<file path="src/rtl/sample_proc_pkg.sv">
// Shared definitions for the sample processor: operating modes and a
// width-generic saturation helper.
package sample_proc_pkg;

  typedef enum logic [1:0] {
    MODE_PASS = 2'd0,
    MODE_GAIN = 2'd1,
    MODE_AVG  = 2'd2,
    MODE_INV  = 2'd3
  } mode_e;

  // Clamp a signed value to the range of a w-bit two's complement number.
  // Callers size-cast the result down to w bits.
  function automatic logic signed [63:0] saturate(input logic signed [63:0] v,
                                                   input int unsigned        w);
    logic signed [63:0] hi;
    logic signed [63:0] lo;
    hi = (64'sd1 <<< (w - 1)) - 64'sd1;
    lo = -(64'sd1 <<< (w - 1));
    if (v > hi)
      return hi;
    else if (v < lo)
      return lo;
    else
      return v;
  endfunction

endpackage

</file>
<file path="src/rtl/sample_processor_moving_avg.sv">
// Moving average over the last 2**AVG_LOG2 signed samples.
// Ring buffer plus running sum; avg reflects the sum after the last en.
module moving_avg
  import sample_proc_pkg::*;
#(
  parameter int unsigned DATA_W   = 10,
  parameter int unsigned AVG_LOG2 = 2
) (
  input  logic              sysclk,
  input  logic              rst,
  input  logic              en,
  input  logic [DATA_W-1:0] x,
  output logic [DATA_W-1:0] avg
);

  localparam int unsigned DEPTH = 2 ** AVG_LOG2;
  localparam int unsigned SUM_W = DATA_W + AVG_LOG2;

  logic        [DATA_W-1:0]   ring_q [DEPTH];
  logic        [AVG_LOG2-1:0] wr_ptr;
  logic signed [SUM_W-1:0]    sum_q;
  logic signed [SUM_W-1:0]    sum_new;

  // New sum adds the incoming sample and drops the entry being overwritten.
  always_comb begin
    sum_new = sum_q
            + {{AVG_LOG2{x[DATA_W-1]}}, x}
            - {{AVG_LOG2{ring_q[wr_ptr][DATA_W-1]}}, ring_q[wr_ptr]};
  end

  // Ring buffer, wrapping write pointer and running sum.
  always_ff @(posedge sysclk) begin
    if (rst) begin
      for (int unsigned i = 0; i < DEPTH; i++)
        ring_q[i] <= '0;
      wr_ptr <= '0;
      sum_q  <= '0;
    end else if (en) begin
      ring_q[wr_ptr] <= x;
      wr_ptr         <= wr_ptr + 1'b1;
      sum_q          <= sum_new;
    end
  end

  // Arithmetic shift floors toward -inf; result always fits DATA_W bits.
  always_comb begin
    avg = DATA_W'(sum_q >>> AVG_LOG2);
  end

endmodule

</file>
<file path="src/rtl/sample_processor.sv">
// ADC-to-DAC sample processor: offset-binary in, pass/gain/average/invert,
// offset-binary out. Two-stage pipeline triggered by a data_valid rising edge.
// Optional macro SAMPLE_PROC_CLIP_EN adds a clip output flagging saturation.
module sample_processor
  import sample_proc_pkg::*;
#(
  parameter int unsigned DATA_W       = 10,
  parameter int unsigned ADC_OFFSET   = 2 ** (DATA_W - 1),
  parameter int unsigned DAC_OFFSET   = 2 ** (DATA_W - 1),
  parameter int unsigned AVG_LOG2     = 2,
  parameter int unsigned GAIN_SHIFT_W = 3
) (
  input  logic                    sysclk,
  input  logic                    rst,
  input  logic [DATA_W-1:0]       data_in,
  input  logic                    data_valid,
  input  logic [1:0]              mode,
  input  logic [GAIN_SHIFT_W-1:0] gain_shift,
  output logic [DATA_W-1:0]       data_out,
  output logic                    out_valid
`ifdef SAMPLE_PROC_CLIP_EN
  ,
  output logic                    clip
`endif
);

  localparam int unsigned GW = DATA_W + 2 ** GAIN_SHIFT_W;

  logic                    dv_d;
  logic                    enable;
  logic [DATA_W-1:0]       x_next;

  logic                    v1_q;
  logic signed [DATA_W-1:0] x_q;
  mode_e                   mode_q;
  logic [GAIN_SHIFT_W-1:0] gs_q;

  logic [DATA_W-1:0]       avg;
  logic signed [GW-1:0]    gain_wide;
  logic signed [DATA_W:0]  neg_wide;
  logic signed [DATA_W-1:0] y;

  // Rising-edge detect on the level data_valid; offset removal for stage 1.
  always_comb begin
    enable = data_valid & ~dv_d;
    x_next = data_in - DATA_W'(ADC_OFFSET);
  end

  // Averager is fed in stage 1 regardless of mode so mode switches see history.
  moving_avg #(
    .DATA_W   (DATA_W),
    .AVG_LOG2 (AVG_LOG2)
  ) u_avg (
    .sysclk (sysclk),
    .rst    (rst),
    .en     (enable),
    .x      (x_next),
    .avg    (avg)
  );

  // Stage-2 operation select; widened intermediates keep saturation exact.
  always_comb begin
    gain_wide = {{(GW - DATA_W){x_q[DATA_W-1]}}, x_q} << gs_q;
    neg_wide  = -{x_q[DATA_W-1], x_q};
    case (mode_q)
      MODE_GAIN: y = DATA_W'(saturate(64'(gain_wide), DATA_W));
      MODE_INV:  y = DATA_W'(saturate(64'(neg_wide), DATA_W));
      MODE_AVG:  y = avg;
      default:   y = x_q;
    endcase
  end

  // Edge-detect history, stage-1 capture and stage-2 output registers.
  always_ff @(posedge sysclk) begin
    if (rst) begin
      dv_d      <= 1'b0;
      v1_q      <= 1'b0;
      x_q       <= '0;
      mode_q    <= MODE_PASS;
      gs_q      <= '0;
      data_out  <= DATA_W'(DAC_OFFSET);
      out_valid <= 1'b0;
    end else begin
      dv_d      <= data_valid;
      v1_q      <= enable;
      out_valid <= v1_q;
      if (enable) begin
        x_q    <= x_next;
        mode_q <= mode_e'(mode);
        gs_q   <= gain_shift;
      end
      if (v1_q)
        data_out <= y + DATA_W'(DAC_OFFSET);
    end
  end

`ifdef SAMPLE_PROC_CLIP_EN
  logic sat;

  // Saturation happened when the clamped value differs from the wide result.
  always_comb begin
    case (mode_q)
      MODE_GAIN: sat = saturate(64'(gain_wide), DATA_W) != 64'(gain_wide);
      MODE_INV:  sat = saturate(64'(neg_wide), DATA_W) != 64'(neg_wide);
      default:   sat = 1'b0;
    endcase
  end

  // Clip pulses alongside out_valid only.
  always_ff @(posedge sysclk) begin
    if (rst)
      clip <= 1'b0;
    else
      clip <= v1_q & sat;
  end
`endif

endmodule

</file>
<file path="config.mk">
export PLATFORM = sky130hd
export DESIGN_NAME = sample_processor
export DESIGN_NICKNAME = d
export VERILOG_FILES = /design/src/rtl/sample_proc_pkg.sv /design/src/rtl/sample_processor_moving_avg.sv /design/src/rtl/sample_processor.sv
export SDC_FILE = /design/constraint.sdc
export NUM_CORES = 1
export LEC_CHECK = 0
export CORE_MARGIN = 4
export CORE_UTILIZATION = 30
export DETAILED_ROUTE_END_ITERATION = 7
export MAX_ROUTING_LAYER = met4
export PLACE_DENSITY = 0.49
export SYNTH_ARGS = -nofsm -noshare
export SYNTH_HDL_FRONTEND = slang
export SYNTH_SLANG_ARGS = --single-unit
</file>
<file path="constraint.sdc">
create_clock -name sysclk -period 10.4 [get_ports sysclk]
set_clock_uncertainty 0.15 [all_clocks]
set_input_delay 2.6 -clock sysclk [delete_from_list [all_inputs] [get_ports sysclk]]
set_output_delay 2.6 -clock sysclk [all_outputs]
set_load 0.1 [all_outputs]
</file>
==> impl_results.md <==
- Clk_lat worst skew: 0.34 ns
- Synth Cell Area: 5090 um^2
- Sw Share: 0.348
- Worst slew margin: 0.277
- Starting Density: 0.306
- Pwr dens: 195 nW/um^2
- Worst hold path depth: 2
- Sw power: 393 uW
- GPL Wtd Cong: 0.918
- Status: completed
- Clock power share: 0.288
- Layout cells sized above 1: 0.0899
- Slew Limit Fails: 0
- Register-to-register setup slack: 6.31 ns
- Min-delay worst type: reg2reg
- Clk pin slew, worst setup/hold paths: 0.06 ns
- Worst hold start: u_avg.sum_q[9]$_SDFFE_PP0P_
- Place WS: 4.45 ns
- Max Fclk: 0.178 GHz
- Setup bufs post-CTS: 0
- Row count: 47
- Max FO, Critical Path: 4
- Final worst-path cycle share: 0.539
- Area Overhead vs Synth: 13.4%
- Mapped Cells: 540
- First-pass GRT wire length: 21600 um
- Setup TNS: 0 ns
- Comb pwr share: 0.344
- Avg Vias per Cell: 5.19
- Detailed-router iteration count before antenna repair: 5
- GRT Util Overall: 0.145
- Worst reg2reg endpoint: u_avg.sum_q[11]$_SDFFE_PP0P_
- Vias in the first global route: 3912
- Crit start category: primary input
- Setup Crit Path Kind: in2reg
- Number of synthesized flops with an enable pin: 40
- Placeable core region: 16600 um^2
- Filler instances: 1706
- Remaining antenna violation count: 0
- Syn Area/Cell: 9.43 um^2
- Critical path cell sequence: clkdlybuf4s50_1 -> inv_1 -> fa_1 -> inv_1 -> ha_1 -> a211oi_1 -> nor2_1 -> o221a_2 -> o41ai_1 -> o21ai_0 -> xnor2_1 -> o21ai_0
- Io pins: 29
- Remaining DRCs: 0
- Netlist cell types: 71
- First DRT Iteration DRCs: 218
- Port bufs: 28
- Post-Route WL: 13400 um
- Worst Path Required: 10.46 ns
- CTS H-tree depth: 3
- DP HPWL: 9510 um
- Worst R2R Path Depth: 11
- Final nets: 582
- Synthesized Nets: 582
- Cts hold-fix bufs: 0
- CP endpoint kind: flip-flop
- Critical path's slowest cell: fa_1
- CTS-repair resized insts: 0
- Final Hold Vio Count: 0
- Worst VDD drop: 0.0689 mV
- CP peak stage delay: 0.60 ns
- Synth warnings: 0
- CTS Buf Count: 9
- Register area share after synthesis: 0.409
- Max-cap violations: 0
- Async set-reset flop share out of synthesis: 0
- Synthesized flop and latch total: 84
- Clock tree sinks: 84
- Ys flop type: dfxtp_1
- Max Buffers Root-to-Sink: 2
- CTS Root Cell: clkbuf_16
- Routed wire per std cell: 17.5 um
- Die area: 19100 um^2
- RSZ-0062 raised after global routing: false
- Largest net degree at the start of global routing: 47
- Worst setup margin: 4.79 ns
- Worst EP arrival: 5.67 ns
- Actual slew at the worst max-slew pin: 1.08 ns
- Internal power: 735 uW
- WHS Endpoint: u_avg.sum_q[9]$_SDFFE_PP0P_
- Die width: 138 um
- Final setup viols: 0
- Tmin final: 5.61 ns
- Leakage Power: 2.12 nW
- Via Count: 3969
- CTS tree: done
- Initial antenna violation count: 0
- Remaining global-route overflow: 0
- Sequential power share: 0.369
- Ant. Diodes: 0
- Die H: 138 um
worst max-delay path by stage:
stage | to | start | cells past startpoint | slack [ns]
after CTS | u_avg.sum_q[11]$_SDFFE_PP0P_ | data_in[1] | 12 | 4.79
after global routing | u_avg.sum_q[11]$_SDFFE_PP0P_ | data_in[1] | 12 | 4.46
after global placement | u_avg.sum_q[11]$_SDFFE_PP0P_ | data_in[1] | 12 | 4.48
final | u_avg.sum_q[11]$_SDFFE_PP0P_ | data_in[1] | 12 | 4.79
after floorplan | u_avg.sum_q[11]$_SDFFE_PP0P_ | data_in[1] | 11 | 5.21
after detailed placement | u_avg.sum_q[11]$_SDFFE_PP0P_ | data_in[1] | 12 | 4.45
power by group through the flow:
stage	combinational, mW	sequential [mW]	clock (mW)
floorplan	0.305	0.415	0
global placement	0.383	0.423	0
finish	0.388	0.416	0.324
global route	0.443	0.421	0.342
CTS	0.391	0.416	0.331
detailed placement	0.388	0.423	0
critical path, delay by kind of cell:
family | cells | cell delay, ns
XOR/XNOR | 1 | 0.16
AND/OR/NAND/NOR | 1 | 0.12
adder cells (fa/ha/maj) | 2 | 0.91
buffers and inverters | 3 | 0.66
AO/OA/AOI/OAI | 5 | 1.22
Yosys cell counts, types with 3 or more instances:
master	number	area [um^2]
buf_6	3	33.8
nand3_1	7	35.0
buf_2	7	35.0
o21a_1	5	37.5
o211ai_1	5	37.5
ha_1	13	163
mux2i_1	6	60.1
fa_1	11	220
nand2b_1	4	25.0
nor2_1	41	154
a21oi_1	41	205
nor3_1	11	55.1
dfxtp_1	44	881
xnor2_1	8	70.1
inv_1	49	184
a32oi_1	3	26.3
o21ai_0	22	110
nor4_1	17	106
a211oi_1	8	60.1
o311ai_0	3	26.3
or3_1	4	25.0
a21o_1	3	22.5
a31oi_1	3	18.8
mux4_2	12	270
or2_2	4	25.0
and2_1	15	93.8
clkbuf_1	29	109
nor2b_1	7	43.8
edfxtp_1	40	1200
nand2_1	59	221
xor2_1	3	26.3
o31ai_1	3	22.5
flip-flops by register name (all words and copies together) (netlist names), named ones only:
signal,cells
dv_d,1
u_avg.wr_ptr,2
u_avg.sum_q,12
data_out,10
v1_q,1
mode_q,2
u_avg.ring_q,40
out_valid,1
x_q,10
gs_q,3
metrics by stage:
step	area, um^2	total power, mW	utilization	hold WS [ns]	cells
after floorplan	5090	0.720	-	0.282	540
after global placement	5480	0.806	0.329	0.293	749
after detailed placement	5480	0.812	0.329	0.294	749
after CTS	5780	1.14	0.347	0.303	765
after global routing	5780	1.21	0.347	0.328	765
final	5780	1.13	0.347	0.303	765
cells in the final DEF, fill, tap and decap left out, types with 4 or more instances in the layout:
cell type	n
a211oi_1	8
a21oi_1	41
and2_1	15
clkbuf_16	9
clkdlybuf4s50_1	28
dfxtp_1	44
edfxtp_1	40
fa_1	11
ha_1	13
inv_1	49
mux2i_1	6
mux4_2	12
nand2_1	59
nand2b_1	4
nand3_1	7
nor2_1	41
nor2b_1	6
nor3_1	11
nor4_1	17
o211ai_1	5
o21a_1	5
o21ai_0	22
or2_2	4
or3_1	4
xnor2_1	8
logic make-up (layout without fill, tap and decap cells):
group | Yosys count | in the layout | synth area share
AO/OA/AOI/OAI | 122 | 122 | 0.159
XOR/XNOR | 11 | 11 | 0.0189
adder cells (fa/ha/maj) | 24 | 24 | 0.0751
buffers and inverters | 92 | 97 | 0.0747
flip-flops | 84 | 84 | 0.409
multiplexers | 23 | 23 | 0.0825
AND/OR/NAND/NOR | 184 | 184 | 0.181
routing by layer:
metal  GRT usage  vias up  wire, um
met5           -        -         0
met4      0.0364        0       122
met3      0.0193        5       525
met2       0.234       84      6400
met1       0.193     1944      6330
li1            -     1936         -
cell type report:
class	instances	area (um^2)	area share
inverters	50	188	0.0325
flip-flops and latches	84	2080	0.360
clock inverters	5	60.1	0.0104
repair buffers	31	303	0.0524
multi-input cells	364	2640	0.456
well taps	220	275	0.0477
clock buffers	11	233	0.0403
(Power assumes the default switching activity.)
==> edit 1, RTL diff (same settings) <==
The option `SAMPLE_PROC_CLIP_EN` is turned on by a define.
--- a/src/rtl/sample_processor.sv
+++ b/src/rtl/sample_processor.sv
@@ -1,6 +1,8 @@
 // ADC-to-DAC sample processor: offset-binary in, pass/gain/average/invert,
 // offset-binary out. Two-stage pipeline triggered by a data_valid rising edge.
 // Optional macro SAMPLE_PROC_CLIP_EN adds a clip output flagging saturation.
+`define SAMPLE_PROC_CLIP_EN
+
 module sample_processor
   import sample_proc_pkg::*;
 #(
Function (old outputs only; new: clip): kept (Yosys induction, for registers that start in step).
==> edit 1 against the original RTL <==
  * Via count increased by 14%
  * Fmax is 2.2% higher
  * Wire length up 16%
  * Power increased by 3.7%
  * Clock power rose by 2%
  * Worst setup slack improved by 0.12 ns
  * Global-route usage grew 1.6 points
  * Sequential cell count up 1
  * Area after synthesis increased by 7.2%
  * Sequential power barely moved
  * Core utilization down 0.15 points
  * Final area rose by 7.1%
==> edit 1: results (changes against the original RTL) <==
- PortBufs: 29 (+3.6%)
- Share of cells above drive strength 1: 0.0788 (-0.0111)
- Post-synth top cells: 68 x nand2_1, 56 x inv_1, 49 x a21oi_1, 45 x dfxtp_1, 40 x edfxtp_1
- Top flop regs: u_avg.ring_q x40, u_avg.sum_q x12
- Post-DP HPWL: 10.9 mm (+15%)
- Status: complete, no violations
- Sequential share of the synthesized area: 0.385 (-0.0237)
- Gpl congestion: 0.897 (-2.4%)
- Hold Path Class: reg2reg
- Vias per cell: 5.39 (+3.9%)
- Slowest stage delay, CP: between 0.6 and 0.7 ns
- Post-CTS setup buffer count: 0 (unchanged)
- Fill cell count: 1881 (+10%)
- DP Cell Count: 822 (+9.7%)
- Ys Warns: 0 (unchanged)
- CTS buffer count: 9 (unchanged)
- Clk_lat worst skew: 0.35 ns
- Mapped Nets: 648 (+11%)
- CTS clk-pin slew, worst paths: 0.08 ns (+0.02 ns)
- Routed WL: 15.5 mm (+16%)
- Initial antenna violation count: 0 (unchanged)
- Initial drt markers: 305 (+40%)
- First-pass detailed-route iteration total: 5 (unchanged)
- First-pass GRT wire length: 24.7 mm (+14%)
- Worst vdd ir: 0.0823 mV (+19%)
- Number of flops mapped to enable cells by yosys: 40 (unchanged)
- Deepest clock path buffer count: 2 (unchanged)
- Top area cells in the synthesized netlist: edfxtp_1 22%, dfxtp_1 16%, nand2_1 4.7%
- Crit path max fanout: 5 (+1)
- Synth cell types: 66 (-7.0%)
- CP arrival: 5.55 ns (-0.12 ns)
- CP top delay family: compound AO/OA/AOI/OAI gates
- Slew margin rel.: 0.345 (+0.0679)
- N_diodes: 0 (unchanged)
- Total GRT Usage: 0.161 (+0.0162)
- Non-filler instance count after layout: 838 (+9.5%)
- Leakage: 2.27 nW (+6.7%)
- Cells after Synth: 605 (+12%)
- Largest net degree at the start of global routing: 42 (-11%)
- Vias in the first global route: 4474 (+14%)
## edit 1: cell types whose count changed in the layout (fill, tap and decap cells not counted), sizes merged, moves of 4 or more
cell | unedited run | this run
nor4 | 18 | 32
a21oi | 41 | 49
buf | 3 | 8
and2 | 16 | 5
nor3 | 11 | 15
nand2 | 59 | 68
o221ai | 1 | 5
mux2i | 6 | 12
o21ai | 22 | 28
or4 | 4 | 0
a311oi | 1 | 7
inv | 50 | 60
## edit 1: tightest hold or removal path: stages, from the launching register on
cell and delay (ns):
dfxtp_1 0.31, nand2_1 0.05, a21oi_1 0.05
## edit 1: worst paths after layout
check        slack (ns)                           to                        start  cells past startpoint
max                4.92  u_avg.sum_q[9]$_SDFFE_PP0P_                   data_in[1]                     11
min                0.31  u_avg.sum_q[7]$_SDFFE_PP0P_  u_avg.sum_q[7]$_SDFFE_PP0P_                      2
max reg2reg        6.32  u_avg.sum_q[8]$_SDFFE_PP0P_                    flip-flop                     12
min reg2reg        0.31  u_avg.sum_q[7]$_SDFFE_PP0P_  u_avg.sum_q[7]$_SDFFE_PP0P_                      2
## edit 1: area by class of cell
cell class	count	area, sq um	area share
clock inverter	7	77.6	0.0125
timing repair buffer	37	350	0.0566
multi-input combinational	412	2920	0.472
clock buffer	9	225	0.0364
sequential	85	2100	0.340
inverter	59	221	0.0358
tap	229	287	0.0463
## edit 1: power by group
group	switching (W)	internal [W]	leakage, nW	total, W
Sequential	0.0000337	0.000383	0.784	0.000417
Clock	0.000160	0.000171	0.144	0.000331
Combinational	0.000248	0.000173	1.34	0.000422
Total	0.000443	0.000727	2.27	0.00117
## edit 1: logic make-up after synthesis
kind of cell / Yosys count / share of synthesized area
xor+xnor: 16 / 0.0257
compound gates: 148 / 0.184
fa+ha+maj: 25 / 0.0724
buf+inv: 108 / 0.0802
flops: 85 / 0.385
simple gates: 196 / 0.177
mux: 27 / 0.0756
## edit 1: per-stage QoR
stage | util | setup WS, ns | area (sq um)
2_1_floorplan | - | 5.34 | 5460
4_1_cts | 0.346 | 4.91 | 6190
3_3_place_gp | 0.329 | 4.66 | 5880
5_1_grt | 0.346 | 4.58 | 6190
6_report | 0.346 | 4.92 | 6190
3_5_place_dp | 0.329 | 4.54 | 5880
## edit 1: layer usage
| metal | vias up | wire (microns) | GRT usage |
|---|---|---|---|
| met5 | - | 0 | - |
| met4 | 0 | 211 | 0.0405 |
| met3 | 16 | 489 | 0.0275 |
| met2 | 72 | 7660 | 0.265 |
| met1 | 2245 | 7110 | 0.206 |
| li1 | 2185 | - | - |
==> edit 2, RTL diff (config.mk and constraints unchanged) <==
Without the edit above. Add an input register stage for `data_in`, `data_valid`, `mode` and `gain_shift`; this delays them by one clock.
--- a/src/rtl/sample_processor.sv
+++ b/src/rtl/sample_processor.sv
@@ -26,6 +26,18 @@
 
   localparam int unsigned GW = DATA_W + 2 ** GAIN_SHIFT_W;
 
+  logic [DATA_W-1:0] data_q;
+  logic data_valid_q;
+  logic [1:0] mode_r;
+  logic [GAIN_SHIFT_W-1:0] gain_shift_q;
+
+  always_ff @(posedge sysclk) begin
+    data_q       <= data_in;
+    data_valid_q <= data_valid;
+    mode_r       <= mode;
+    gain_shift_q <= gain_shift;
+  end
+
   logic                    dv_d;
   logic                    enable;
   logic [DATA_W-1:0]       x_next;
@@ -42,8 +54,8 @@
 
   // Rising-edge detect on the level data_valid; offset removal for stage 1.
   always_comb begin
-    enable = data_valid & ~dv_d;
-    x_next = data_in - DATA_W'(ADC_OFFSET);
+    enable = data_valid_q & ~dv_d;
+    x_next = data_q - DATA_W'(ADC_OFFSET);
   end
 
   // Averager is fed in stage 1 regardless of mode so mode switches see history.
@@ -81,13 +93,13 @@
       data_out  <= DATA_W'(DAC_OFFSET);
       out_valid <= 1'b0;
     end else begin
-      dv_d      <= data_valid;
+      dv_d      <= data_valid_q;
       v1_q      <= enable;
       out_valid <= v1_q;
       if (enable) begin
         x_q    <= x_next;
-        mode_q <= mode_e'(mode);
-        gs_q   <= gain_shift;
+        mode_q <= mode_e'(mode_r);
+        gs_q   <= gain_shift_q;
       end
       if (v1_q)
         data_out <= y + DATA_W'(DAC_OFFSET);
Behaviour: not the same (a bounded check fails within 4 cycles, from zero or initial values and one cycle with rst high).
==> edit 2 against the original RTL <==
  * Area after synthesis grew 12%
  * Final area rose by 11%
  * Non-clock buffer count up 3
  * Hold slack worse by 0.0075 ns
  * Worst setup slack improved by 0.41 ns
  * Critical path depth fell by 5
  * Power grew 12%
  * Sequential cell count increased by 16
  * Wire length is 13% higher
  * Critical path type unchanged
==> edit 2: results (changes against the original RTL) <==
- P_comb: 0.000426 W (+9.8%)
- Synth Area in XOR/XNOR: 0.0215 (+0.00263)
- Initial antenna violation count: 0 (unchanged)
- Post-synth top cells: 65 x nand2_1, 60 x dfxtp_1, 48 x inv_1, 44 x nor2_1, 42 x a21oi_1
- Mux cell area share after synthesis: 0.0796 (-0.00294)
- Vias per cell: 5.31 (+2.4%)
- Worst vdd ir: 0.0938 mV (+36%)
- Total GRT Usage: 0.149 (+0.00454)
- Compound-gate portion of the synthesized area: 0.162 (+0.00268)
- Crit path max fanout: 40 (+36)
- Synth Area in Adders: 0.0695 (-0.00568)
- Post-synth ARST share: 0 (unchanged)
- Worst slew pin tran: 1.09 ns (+0.00165 ns)
- Sequential share of the synthesized area: 0.422 (+0.0134)
- Status: complete, no violations
- Deepest clock path buffer count: 2 (unchanged)
- Sequential cell power: 0.000489 W (+18%)
- Vias in the first global route: 4375 (+12%)
- Routed WL: 15.1 mm (+13%)
- Post-CTS resize count: 0 (unchanged)
- Slowest stage cell, crit path: clkdlybuf4s50_1
- First-pass detailed-route iteration total: 5 (unchanged)
- First-pass GRT wire length: 24.6 mm (+14%)
- Post-DP HPWL: 10.8 mm (+14%)
- Largest net degree at the start of global routing: 41 (-13%)
- Fill cell count: 1897 (+11%)
- Ys Warns: 0 (unchanged)
- PortBufs: 28 (unchanged)
- Top area cells in the synthesized netlist: dfxtp_1 21%, edfxtp_1 21%, nand2_1 4.3%
- CP top delay family: buffers and inverters
- NumNets Final: 640 (+10%)
- Slowest stage delay, CP: 0.45 ns (-0.15 ns)
- Gpl congestion: 0.873 (-5.0%)
- Initial drt markers: 347 (+59%)
- Pwr Total: 0.00126 W (+12%)
- Clk_lat worst skew: 0.36 ns (+0.02 ns)
- Leakage: 2.37 nW (+12%)
- Sw Share: 0.351 (+0.00262)
- CP arrival: 5.12 ns (-0.55 ns)
- Share of cells above drive strength 1: 0.0930 (+0.00311)
- Synth cell types: 75 (+5.6%)
edit 2: changes by cell type in the layout (fill, tap and decap cells not counted), sizes merged, moves of 4 or more:
cell and delta:
mux2i +10, o211ai +4, mux4 -4, nand2 +6
or4 -4, dfxtp +16, and2 -4, a211oi +4
o21a -4, nor4 +9, xnor2 +4
edit 2: final cells by class:
type | count | area (sq um) | area share
clock buffer | 10 | 239 | 0.0372
clock inverter | 6 | 70.1 | 0.0109
inverter | 52 | 195 | 0.0304
multi-input combinational | 400 | 2890 | 0.451
sequential | 100 | 2400 | 0.374
tap | 234 | 293 | 0.0456
timing repair buffer | 34 | 325 | 0.0507
edit 2: cell families after synthesis:
logic type      Yosys count
compound gates          129
xor+xnor                 14
fa+ha+maj                25
buf+inv                  95
flops                   100
mux                      32
simple gates            200
edit 2: per-stage QoR:
stage / util / instances / setup slack [ns] / area (sq um)
detailed placement: 0.327 / 820 / 4.89 / 6110
global placement: 0.327 / 820 / 4.94 / 6110
floorplan: - / 595 / 6.49 / 5690
CTS: 0.343 / 836 / 5.25 / 6420
global route: 0.343 / 836 / 4.99 / 6420
finish: 0.343 / 836 / 5.21 / 6420
edit 2: layer usage:
metal  vias up  part of all wire  GRT usage
li1       2136                 -          -
met1      2170              0.45      0.194
met2       119              0.50      0.242
met3        16             0.039     0.0268
met4         0             0.013     0.0375
met5         -                 0          -
edit 2: final timing paths:
check | from | end | slack, ns | cells past startpoint
max | rst | u_avg.ring_q[0][6]$_SDFFCE_PN0P_ | 5.21 | 7
min | gain_shift_q[2]$_DFF_P_ | gs_q[2]$_SDFFE_PP0P_ | 0.30 | 2
max reg2reg | flip-flop | u_avg.sum_q[9]$_SDFFE_PP0P_ | 6.44 | 10
min reg2reg | gain_shift_q[2]$_DFF_P_ | gs_q[2]$_SDFFE_PP0P_ | 0.30 | 2
